[src/rtl/pipeline_hazard_controller_pkg.sv]
// pipeline_hazard_controller_pkg: shared hazard FSM state and register-index constants
package pipeline_hazard_controller_pkg;
  typedef enum logic {HZ_RUN, HZ_MEM_WAIT} hz_state_e;
  localparam logic [4:0] REG_X0 = 5'd0;
  localparam int WAIT_W = 16;
endpackage

[src/rtl/pipeline_hazard_controller_if.sv]
// pipeline_hazard_controller_if: hazard events from the pipeline and the stage enable/clear controls back
interface pipeline_hazard_controller_if;
  logic [4:0] id_rs1_idx;
  logic [4:0] id_rs2_idx;
  logic       id_uses_rs1;
  logic       id_uses_rs2;
  logic       ex_is_load;
  logic [4:0] ex_wr_reg_idx;
  logic       ex_branch_taken;
  logic       mem_access;
  logic       dmem_ready;
  logic       imem_ready;
  logic       pc_enable;
  logic       if_id_enable;
  logic       if_id_clear;
  logic       id_ex_enable;
  logic       id_ex_clear;
  logic       ex_mem_enable;
  logic       ex_mem_clear;
  logic       mem_wb_enable;
  logic       mem_wb_clear;
  modport master (
    output id_rs1_idx, id_rs2_idx, id_uses_rs1, id_uses_rs2, ex_is_load, ex_wr_reg_idx,
           ex_branch_taken, mem_access, dmem_ready, imem_ready,
    input  pc_enable, if_id_enable, if_id_clear, id_ex_enable, id_ex_clear,
           ex_mem_enable, ex_mem_clear, mem_wb_enable, mem_wb_clear
  );
  modport slave (
    input  id_rs1_idx, id_rs2_idx, id_uses_rs1, id_uses_rs2, ex_is_load, ex_wr_reg_idx,
           ex_branch_taken, mem_access, dmem_ready, imem_ready,
    output pc_enable, if_id_enable, if_id_clear, id_ex_enable, id_ex_clear,
           ex_mem_enable, ex_mem_clear, mem_wb_enable, mem_wb_clear
  );
endinterface

[src/rtl/hazard_perf_counters.sv]
// hazard_perf_counters: stall/flush performance counters and the data-memory wait watchdog
module hazard_perf_counters
  import pipeline_hazard_controller_pkg::*;
#(
  parameter int MEM_TIMEOUT = 255,
  parameter int CNT_W       = 32
) (
  input  logic             clk,
  input  logic             rst_n,
  input  logic             stall,
  input  logic             flush,
  input  logic             in_wait,
  input  logic             stay_wait,
  output logic             mem_timeout_err,
  output logic [CNT_W-1:0] stall_cycles,
  output logic [CNT_W-1:0] flush_count
);
  localparam logic [WAIT_W-1:0] LIMIT = WAIT_W'(MEM_TIMEOUT);
  logic [CNT_W-1:0]  stall_q, stall_d, flush_q, flush_d;
  logic [WAIT_W-1:0] wait_q, wait_d, wait_inc;
  logic              err_q, err_d;
  always_comb begin
    wait_inc = &wait_q ? wait_q : wait_q + WAIT_W'(1);
    wait_d   = in_wait & stay_wait ? wait_inc : '0;
    err_d    = err_q | (in_wait & (wait_inc >= LIMIT));
    stall_d  = stall_q + CNT_W'(stall);
    flush_d  = flush_q + CNT_W'(flush);
  end
  always_ff @(posedge clk) begin
    if (!rst_n) begin
      stall_q <= '0;
      flush_q <= '0;
      wait_q  <= '0;
      err_q   <= 1'b0;
    end else begin
      stall_q <= stall_d;
      flush_q <= flush_d;
      wait_q  <= wait_d;
      err_q   <= err_d;
    end
  end
  assign mem_timeout_err = err_q;
  assign stall_cycles    = stall_q;
  assign flush_count     = flush_q;
endmodule

[src/rtl/pipeline_hazard_controller.sv]
// pipeline_hazard_controller: stall/flush sequencer driving pipeline register and PC controls
module pipeline_hazard_controller
  import pipeline_hazard_controller_pkg::*;
#(
  parameter int MEM_TIMEOUT = 255,
  parameter int CNT_W       = 32
) (
  input  logic                         clk,
  input  logic                         rst_n,
  pipeline_hazard_controller_if.slave  hz,
  output logic                         mem_timeout_err,
  output logic [CNT_W-1:0]             stall_cycles,
  output logic [CNT_W-1:0]             flush_count
);
  hz_state_e state_q, state_d;
  logic mem_stall, branch, load_use, fetch_wait, rs1_hit, rs2_hit, run;
  always_comb begin
    run        = rst_n;
    mem_stall  = hz.mem_access & !hz.dmem_ready;
    branch     = !mem_stall & hz.ex_branch_taken;
    rs1_hit    = hz.id_uses_rs1 & (hz.id_rs1_idx == hz.ex_wr_reg_idx);
    rs2_hit    = hz.id_uses_rs2 & (hz.id_rs2_idx == hz.ex_wr_reg_idx);
    load_use   = !mem_stall & !hz.ex_branch_taken & hz.ex_is_load &
                 (hz.ex_wr_reg_idx != REG_X0) & (rs1_hit | rs2_hit);
    fetch_wait = !mem_stall & !hz.ex_branch_taken & !load_use & !hz.imem_ready;
    state_d    = state_q == HZ_RUN ? (mem_stall ? HZ_MEM_WAIT : HZ_RUN)
                                   : (hz.dmem_ready ? HZ_RUN : HZ_MEM_WAIT);
    // a memory stall freezes everything up to MEM and bubbles WB so nothing writes back twice
    hz.pc_enable     = run & !mem_stall & !load_use & !fetch_wait;
    hz.if_id_enable  = run & !mem_stall & !load_use;
    hz.if_id_clear   = !run | branch | fetch_wait;
    hz.id_ex_enable  = run & !mem_stall;
    hz.id_ex_clear   = !run | branch | load_use;
    hz.ex_mem_enable = run & !mem_stall;
    hz.ex_mem_clear  = !run;
    hz.mem_wb_enable = run;
    hz.mem_wb_clear  = !run | mem_stall;
  end
  always_ff @(posedge clk) state_q <= !rst_n ? HZ_RUN : state_d;
  hazard_perf_counters #(.MEM_TIMEOUT(MEM_TIMEOUT), .CNT_W(CNT_W)) u_perf (
    .clk            (clk),
    .rst_n          (rst_n),
    .stall          (!hz.pc_enable),
    .flush          (branch),
    .in_wait        (state_q == HZ_MEM_WAIT),
    .stay_wait      (state_d == HZ_MEM_WAIT),
    .mem_timeout_err(mem_timeout_err),
    .stall_cycles   (stall_cycles),
    .flush_count    (flush_count)
  );
endmodule

[src/flat_wrapper.sv]
// flat-port wrapper written by rule: the top's interface ports become plain ports
module pipeline_hazard_controller_flat import pipeline_hazard_controller_pkg::*;
#(
  parameter int MEM_TIMEOUT = 255,
  parameter int CNT_W       = 32
)
  (clk, rst_n, mem_timeout_err, stall_cycles, flush_count, hz_id_rs1_idx, hz_id_rs2_idx, hz_id_uses_rs1, hz_id_uses_rs2, hz_ex_is_load, hz_ex_wr_reg_idx, hz_ex_branch_taken, hz_mem_access, hz_dmem_ready, hz_imem_ready, hz_pc_enable, hz_if_id_enable, hz_if_id_clear, hz_id_ex_enable, hz_id_ex_clear, hz_ex_mem_enable, hz_ex_mem_clear, hz_mem_wb_enable, hz_mem_wb_clear);
  pipeline_hazard_controller_if hz_i ();
  input  logic clk;
  input  logic rst_n;
  output logic mem_timeout_err;
  output logic [CNT_W-1:0] stall_cycles;
  output logic [CNT_W-1:0] flush_count;
  input wire logic [$bits(hz_i.id_rs1_idx)-1:0] hz_id_rs1_idx;
  input wire logic [$bits(hz_i.id_rs2_idx)-1:0] hz_id_rs2_idx;
  input wire logic [$bits(hz_i.id_uses_rs1)-1:0] hz_id_uses_rs1;
  input wire logic [$bits(hz_i.id_uses_rs2)-1:0] hz_id_uses_rs2;
  input wire logic [$bits(hz_i.ex_is_load)-1:0] hz_ex_is_load;
  input wire logic [$bits(hz_i.ex_wr_reg_idx)-1:0] hz_ex_wr_reg_idx;
  input wire logic [$bits(hz_i.ex_branch_taken)-1:0] hz_ex_branch_taken;
  input wire logic [$bits(hz_i.mem_access)-1:0] hz_mem_access;
  input wire logic [$bits(hz_i.dmem_ready)-1:0] hz_dmem_ready;
  input wire logic [$bits(hz_i.imem_ready)-1:0] hz_imem_ready;
  output wire logic [$bits(hz_i.pc_enable)-1:0] hz_pc_enable;
  output wire logic [$bits(hz_i.if_id_enable)-1:0] hz_if_id_enable;
  output wire logic [$bits(hz_i.if_id_clear)-1:0] hz_if_id_clear;
  output wire logic [$bits(hz_i.id_ex_enable)-1:0] hz_id_ex_enable;
  output wire logic [$bits(hz_i.id_ex_clear)-1:0] hz_id_ex_clear;
  output wire logic [$bits(hz_i.ex_mem_enable)-1:0] hz_ex_mem_enable;
  output wire logic [$bits(hz_i.ex_mem_clear)-1:0] hz_ex_mem_clear;
  output wire logic [$bits(hz_i.mem_wb_enable)-1:0] hz_mem_wb_enable;
  output wire logic [$bits(hz_i.mem_wb_clear)-1:0] hz_mem_wb_clear;
  assign hz_i.id_rs1_idx = hz_id_rs1_idx;
  assign hz_i.id_rs2_idx = hz_id_rs2_idx;
  assign hz_i.id_uses_rs1 = hz_id_uses_rs1;
  assign hz_i.id_uses_rs2 = hz_id_uses_rs2;
  assign hz_i.ex_is_load = hz_ex_is_load;
  assign hz_i.ex_wr_reg_idx = hz_ex_wr_reg_idx;
  assign hz_i.ex_branch_taken = hz_ex_branch_taken;
  assign hz_i.mem_access = hz_mem_access;
  assign hz_i.dmem_ready = hz_dmem_ready;
  assign hz_i.imem_ready = hz_imem_ready;
  assign hz_pc_enable = hz_i.pc_enable;
  assign hz_if_id_enable = hz_i.if_id_enable;
  assign hz_if_id_clear = hz_i.if_id_clear;
  assign hz_id_ex_enable = hz_i.id_ex_enable;
  assign hz_id_ex_clear = hz_i.id_ex_clear;
  assign hz_ex_mem_enable = hz_i.ex_mem_enable;
  assign hz_ex_mem_clear = hz_i.ex_mem_clear;
  assign hz_mem_wb_enable = hz_i.mem_wb_enable;
  assign hz_mem_wb_clear = hz_i.mem_wb_clear;
  pipeline_hazard_controller #(.MEM_TIMEOUT(MEM_TIMEOUT), .CNT_W(CNT_W)) u_core (.clk(clk), .rst_n(rst_n), .hz(hz_i), .mem_timeout_err(mem_timeout_err), .stall_cycles(stall_cycles), .flush_count(flush_count));
endmodule
[config.mk]
export PLATFORM = sky130hd
export DESIGN_NAME = pipeline_hazard_controller_flat
export DESIGN_NICKNAME = d
export VERILOG_FILES = /design/src/rtl/pipeline_hazard_controller_pkg.sv /design/src/rtl/pipeline_hazard_controller_if.sv /design/src/rtl/hazard_perf_counters.sv /design/src/rtl/pipeline_hazard_controller.sv /design/src/flat_wrapper.sv
export SDC_FILE = /design/constraint.sdc
export NUM_CORES = 1
export LEC_CHECK = 0
export CAP_MARGIN = 10
export CORE_MARGIN = 2
export CORE_UTILIZATION = 40
export DETAILED_ROUTE_END_ITERATION = 8
export GPL_TIMING_DRIVEN = 0
export HOLD_SLACK_MARGIN = 0.02
export MAX_ROUTING_LAYER = met4
export PLACE_DENSITY = 0.66
export SLEW_MARGIN = 20
export SYNTH_ARGS = -nofsm -noshare
export SYNTH_HDL_FRONTEND = slang
export SYNTH_HIERARCHICAL = 1
export SYNTH_SLANG_ARGS = --single-unit
[constraint.sdc]
create_clock -name clk -period 3.56 [get_ports clk]
set_input_delay 0.356 -clock clk [delete_from_list [all_inputs] [get_ports clk]]
set_output_delay 0.356 -clock clk [all_outputs]
set_load 0.01 [all_outputs]
Yosys cells after proc, flatten, opt, wreduce, memory -nomap -nowiden:

Index checks and enable logic that the tools add are counted.

* bits in registers: 82
* input port bits: 24
* output and inout port bits: 74

* reduce and logical (&&, ||, !) cells: 11
* eq/ne operators: 2
* muxes and demuxes: 4
* order comparisons: 1
* bitwise logic cells: 21
* add/subtract/negate cells: 3

Operator list (count)
* $add A32 B1 Y32: 2
* $add A16 B1 Y16 const B: 1
* $ge A16 B8 Y1 const B: 1
* $mux W16: 1
* $reduce_and A16 Y1: 1
* $and A1 B1 Y1: 15
* $eq A5 B5 Y1: 2
* $logic_not A1 Y1: 8
* $or A1 B1 Y1: 6
* $reduce_bool A5 Y1: 1
* $mux W1: 3
* $reduce_and A2 Y1: 1

Depth between registers and ports, before layout:

* depth after elaboration: 14
* mapped depth: 12

Cells and area by module:

The synthesis kept the hierarchy.

By module, submodules not included
* hazard_perf_counters: cells each 423, instances 1, seq. area each 1621.6 µm², area each 3892.5 µm²
* pipeline_hazard_controller: cells each 39, instances 1, seq. area each 20.0 µm², area each 277.8 µm²

Least setup slack after synthesis:

No wires, ideal clock.

* kind: input port to flip-flop
* from: input hz_ex_wr_reg_idx[1]
* to: register u_core.u_perf.stall_q[30] (netlist: u_core/u_perf/stall_cycles[30])
* required time: 3.445 ns
* path slack: 0.771 ns
* path buffers: 0
* cell stages on the path: 12
* data arrival time: 2.674 ns
* setup time: 0.115 ns
* cells stage by stage: xnor2_1 -> nand4_1 -> o22ai_2 -> a21o_2 -> ha_1 -> ha_1 -> nand2_1 -> or4_4 -> nor4_4 -> nand3_1 -> xnor2_1 -> and2_1

* longest elaborated chain between the ends: 11

Ends and longest elaborated chain
* start: declaration: line flat_wrapper.sv:19 `input wire logic [$bits(hz_i.ex_wr_reg_idx)-1:0] hz_ex_wr_reg_idx;`
* $eq A5 B5 Y1 (on tied branches): line pipeline_hazard_controller.sv:21, pipeline_hazard_controller.sv:22
* $and A1 B1 Y1 (on tied branches): line pipeline_hazard_controller.sv:21, pipeline_hazard_controller.sv:22
* $or A1 B1 Y1: line pipeline_hazard_controller.sv:24 `(hz.ex_wr_reg_idx != REG_X0) & (rs1_hit | rs2_hit);`
* $and A1 B1 Y1 *: line pipeline_hazard_controller.sv:24
* $logic_not A1 Y1 *: line pipeline_hazard_controller.sv:25, pipeline_hazard_controller.sv:29
* $and A1 B1 Y1 (2 in series): line pipeline_hazard_controller.sv:25 `fetch_wait = !mem_stall & !hz.ex_branch_taken & !load_use & !hz.imem_ready;`
* $logic_not A1 Y1: line pipeline_hazard_controller.sv:29 `hz.pc_enable = run & !mem_stall & !load_use & !fetch_wait;`
* $and A1 B1 Y1 *: line pipeline_hazard_controller.sv:29
* $logic_not A1 Y1 *: line pipeline_hazard_controller.sv:43 `.stall (!hz.pc_enable),`
* $add A32 B1 Y32 *: line hazard_perf_counters.sv:26 `stall_d = stall_q + CNT_W'(stall);`
* end signal: assignment: line hazard_perf_counters.sv:36 `stall_q <= stall_d;`
* end: declaration: line hazard_perf_counters.sv:19 `logic [CNT_W-1:0] stall_q, stall_d, flush_q, flush_d;`

Every way passes the cells marked *; elsewhere a longest branch is shown, timed or not.
A chain may end at the register's enable or synchronous reset.

Worst setup path after layout:

Same ends and word-level chain as after synthesis.

==> results.yml <==
layout:
  fillCellCount: 960
  drive_gt1_frac: 0.0730
  finalNetCount: 599
  n_antenna_cell: 0
  register_area_um2: 1640
  areaGrowthSynthToFinish_pct: 32.2
  multiInputGateArea_um2: 2400
  fin_util: 0.539
placement:
  place_hpwl_um: 7230
  gp_congestion: 0.838
  portBuffers: 97
floorplan:
  num_rows: 37
  die_area_um2: 11300
  die-height_um: 106
  ios: 98
  fp.dieW_um: 106
  start_util: 0.408
  core_area_um2: 10200
sta:
  min_period_over_period: 0.917
  rsz0062_at_grt: "false"
  tightest_slew_ns: 0.852
  min_period_ns: 3.27
  setup_viol: 0
  setup_tns_ns: 0
  relSlewSlack: 0.427
  finalHoldViolCount: 0
  skew_ns: 0.00918
  timing.fmax_mhz: 306
  drv_slew: 0
grt:
  grt_max_degree: 16
  grt_pass1_vias: 3444
  antenna_found_initial: 0
  grt_pass1_wl_um: 16400
  overflow: 0
  grtUsageTotal: 0.187
detailed_routing:
  vias: 3613
  vias_per_cell: 5.08
  routed_wl_um: 9990
  ant_nets: 0
  firstDrtPassIters: 4
  drc: 0
  drt-initial-drc-count: 95
  wire_per_inst_um: 14.0
synthesis:
  syn-num-nets: 491
  netlist_instances: 462
  synth_seq_cells: 82
  avgSynthCellArea_um2: 9.03
  synth_edf_count: 0
  ys.flop_type: "dfxtp_1"
  ys_warn_count: 6
  ys_seq_area_frac: 0.394
  netlist_area_um2: 4170
  async_flop_share: 0
  ys_types: 52
setup_path:
  crit_chain: "clkdlybuf4s50_1 -> xnor2_1 -> nand4_1 -> o22ai_2 -> a21o_2 -> ha_1 -> ha_1 -> nand2_1 -> or4_4 -> nor4_4 -> nand3_1 -> xnor2_1 -> and2_1"
  timing.critical_path.arrival_ns: 3.54
  cp-end-kind: "flop"
  worst_setup_path_start_kind: "input port"
  rrSetupSlack_ns: 1.08
  slowest_stage: "or4_4"
  path_max_fanout: 5
  slowest_delay_ns: 0.56
  required_ns: 3.83
  cpLargestDelayFamily: "simple AND/OR/NAND/NOR gates"
  path_buf_inv: 1
  setup.worst_path.class: "input port to flop"
clocking:
  htreeDepth: 3
  clock_path_buffers: 2
  post_cts_buffers: 0
  cts_resized: 0
  postCtsHoldBufs: 0
  cts_sinks: 82
  clk_latency_ns: 0.37
  cts_buffers: 9
  cts_root_buffer: "clkbuf_8"
  cts_tree: "built"
  clkTransAtPathRegs_ns: 0.09
power_and_ir_drop:
  p_per_area_nw_per_um2: 317
  p_leak_nw: 2.01
  ir_drop_v: 0.000134
  finalPower_mw: 1.75
outcome:
  status: "completed"
job:
  cap_violations: 0
min_path:
  hp-class: "flop to flop"
-- cells in the final DEF (no fill, tap or decap), types with 4 or more instances in the layout --
master / instances
nand2_1: 33
or3_1: 8
nand3_1: 31
buf_2: 4
nor2_1: 23
ha_1: 5
inv_1: 8
nor4_1: 7
o21ai_0: 10
xor2_1: 23
and4_1: 7
clkbuf_1: 10
dfxtp_1: 82
nor2b_1: 5
xnor2_1: 50
and3_1: 10
a21boi_0: 5
clkbuf_8: 9
clkdlybuf4s50_1: 97
nor3_1: 10
a21oi_1: 8
and2_1: 55
buf_4: 4
nand4_1: 20
-- layout make-up --
| type | count | area share |
|---|---|---|
| plain buffers | 19 | 0.0179 |
| flip-flops and latches | 82 | 0.298 |
| repair buffers | 97 | 0.176 |
| clock inverters | 7 | 0.0143 |
| well taps | 136 | 0.0309 |
| clock buffers | 9 | 0.0225 |
| multi-input cells | 353 | 0.435 |
| inverters | 8 | 0.00545 |
-- stage by stage --
stage,area (µm²),cells,hold WS [ns],setup slack (ns)
final,5510,711,0.495,0.295
after global routing,5510,711,0.539,0.0628
after CTS,5510,711,0.501,0.213
after detailed placement,5310,695,0.491,-0.187
after global placement,5310,695,0.475,-0.116
after floorplan,4170,462,0.435,0.771
-- worst register-to-register path, delay by kind of cell (launching register included) --
family	cells	cell delay (ns)
fa+ha+maj	2	0.43
simple gates	4	1.52
flops	1	0.35
compound gates	1	0.13
-- logic make-up after synthesis --
family / count (synthesis) / synth area share
xor gates and xnor gates: 73 / 0.153
and+or+nand+nor: 226 / 0.322
DFF: 82 / 0.394
buffers and inverters: 27 / 0.0309
muxes: 4 / 0.00990
adders and majority gates: 5 / 0.0150
AOI/OAI and AO/OA: 45 / 0.0756
-- synthesized netlist by cell type (2+ instances only) --
cell type | instances | area share
nor4_4 | 2 | 0.010
and2_1 | 55 | 0.083
clkbuf_1 | 10 | 0.0090
or4_4 | 2 | 0.0054
ha_1 | 5 | 0.015
or3_1 | 8 | 0.012
a21oi_1 | 8 | 0.0096
nor3b_1 | 2 | 0.0036
nor2b_1 | 5 | 0.0075
nor4_2 | 2 | 0.0060
nand4_2 | 2 | 0.0060
nand4_4 | 2 | 0.010
nor2_1 | 23 | 0.021
a211oi_1 | 2 | 0.0036
and3_1 | 10 | 0.015
nand3_1 | 31 | 0.037
and4_1 | 7 | 0.015
xor2_1 | 23 | 0.048
buf_4 | 4 | 0.0072
dfxtp_1 | 82 | 0.39
mux2i_1 | 3 | 0.0072
o211ai_1 | 3 | 0.0054
buf_2 | 4 | 0.0048
nand2_1 | 33 | 0.030
a21boi_0 | 5 | 0.0090
or4_1 | 2 | 0.0036
nand4_1 | 20 | 0.030
xnor2_1 | 50 | 0.11
inv_1 | 8 | 0.0072
nor3_1 | 10 | 0.012
nor4_1 | 7 | 0.011
a31oi_1 | 3 | 0.0045
o21ai_0 | 10 | 0.012
-- path summary, 6_finish.rpt --
kind	from	end	cells past startpoint
worst max-delay path	hz_ex_wr_reg_idx[1]	u_core/u_perf/stall_cycles[30]	13
worst min-delay path	u_core/u_perf/wait_q[1]	u_core/u_perf/wait_q[1]	2
worst max register to register	u_core/u_perf/flush_count[0]	u_core/u_perf/flush_count[30]	7
worst min register to register	u_core/u_perf/wait_q[1]	u_core/u_perf/wait_q[1]	2
-- flip-flops by register name, summed over array words and instances (netlist names) --
| register | cells |
|---|---|
| u_core/state_q | 1 |
| u_core/u_perf/flush_count | 32 |
| u_core/u_perf/mem_timeout_err | 1 |
| u_core/u_perf/stall_cycles | 32 |
| u_core/u_perf/wait_q | 16 |
-- power by group --
part | switching, mW | leakage (nW) | internal (mW) | total, mW
Combinational | 0.0537 | 1.26 | 0.0672 | 0.121
Clock | 0.369 | 0.0921 | 0.328 | 0.697
Sequential | 0.00540 | 0.661 | 0.923 | 0.928
-- per-layer routing --
layer / track usage / share of wire
met2: 0.279 / 0.45
met5: - / 0
met3: 0.0540 / 0.055
met1: 0.235 / 0.47
met4: 0.0865 / 0.022
No activity file was read; power rests on OpenSTA's default activity.
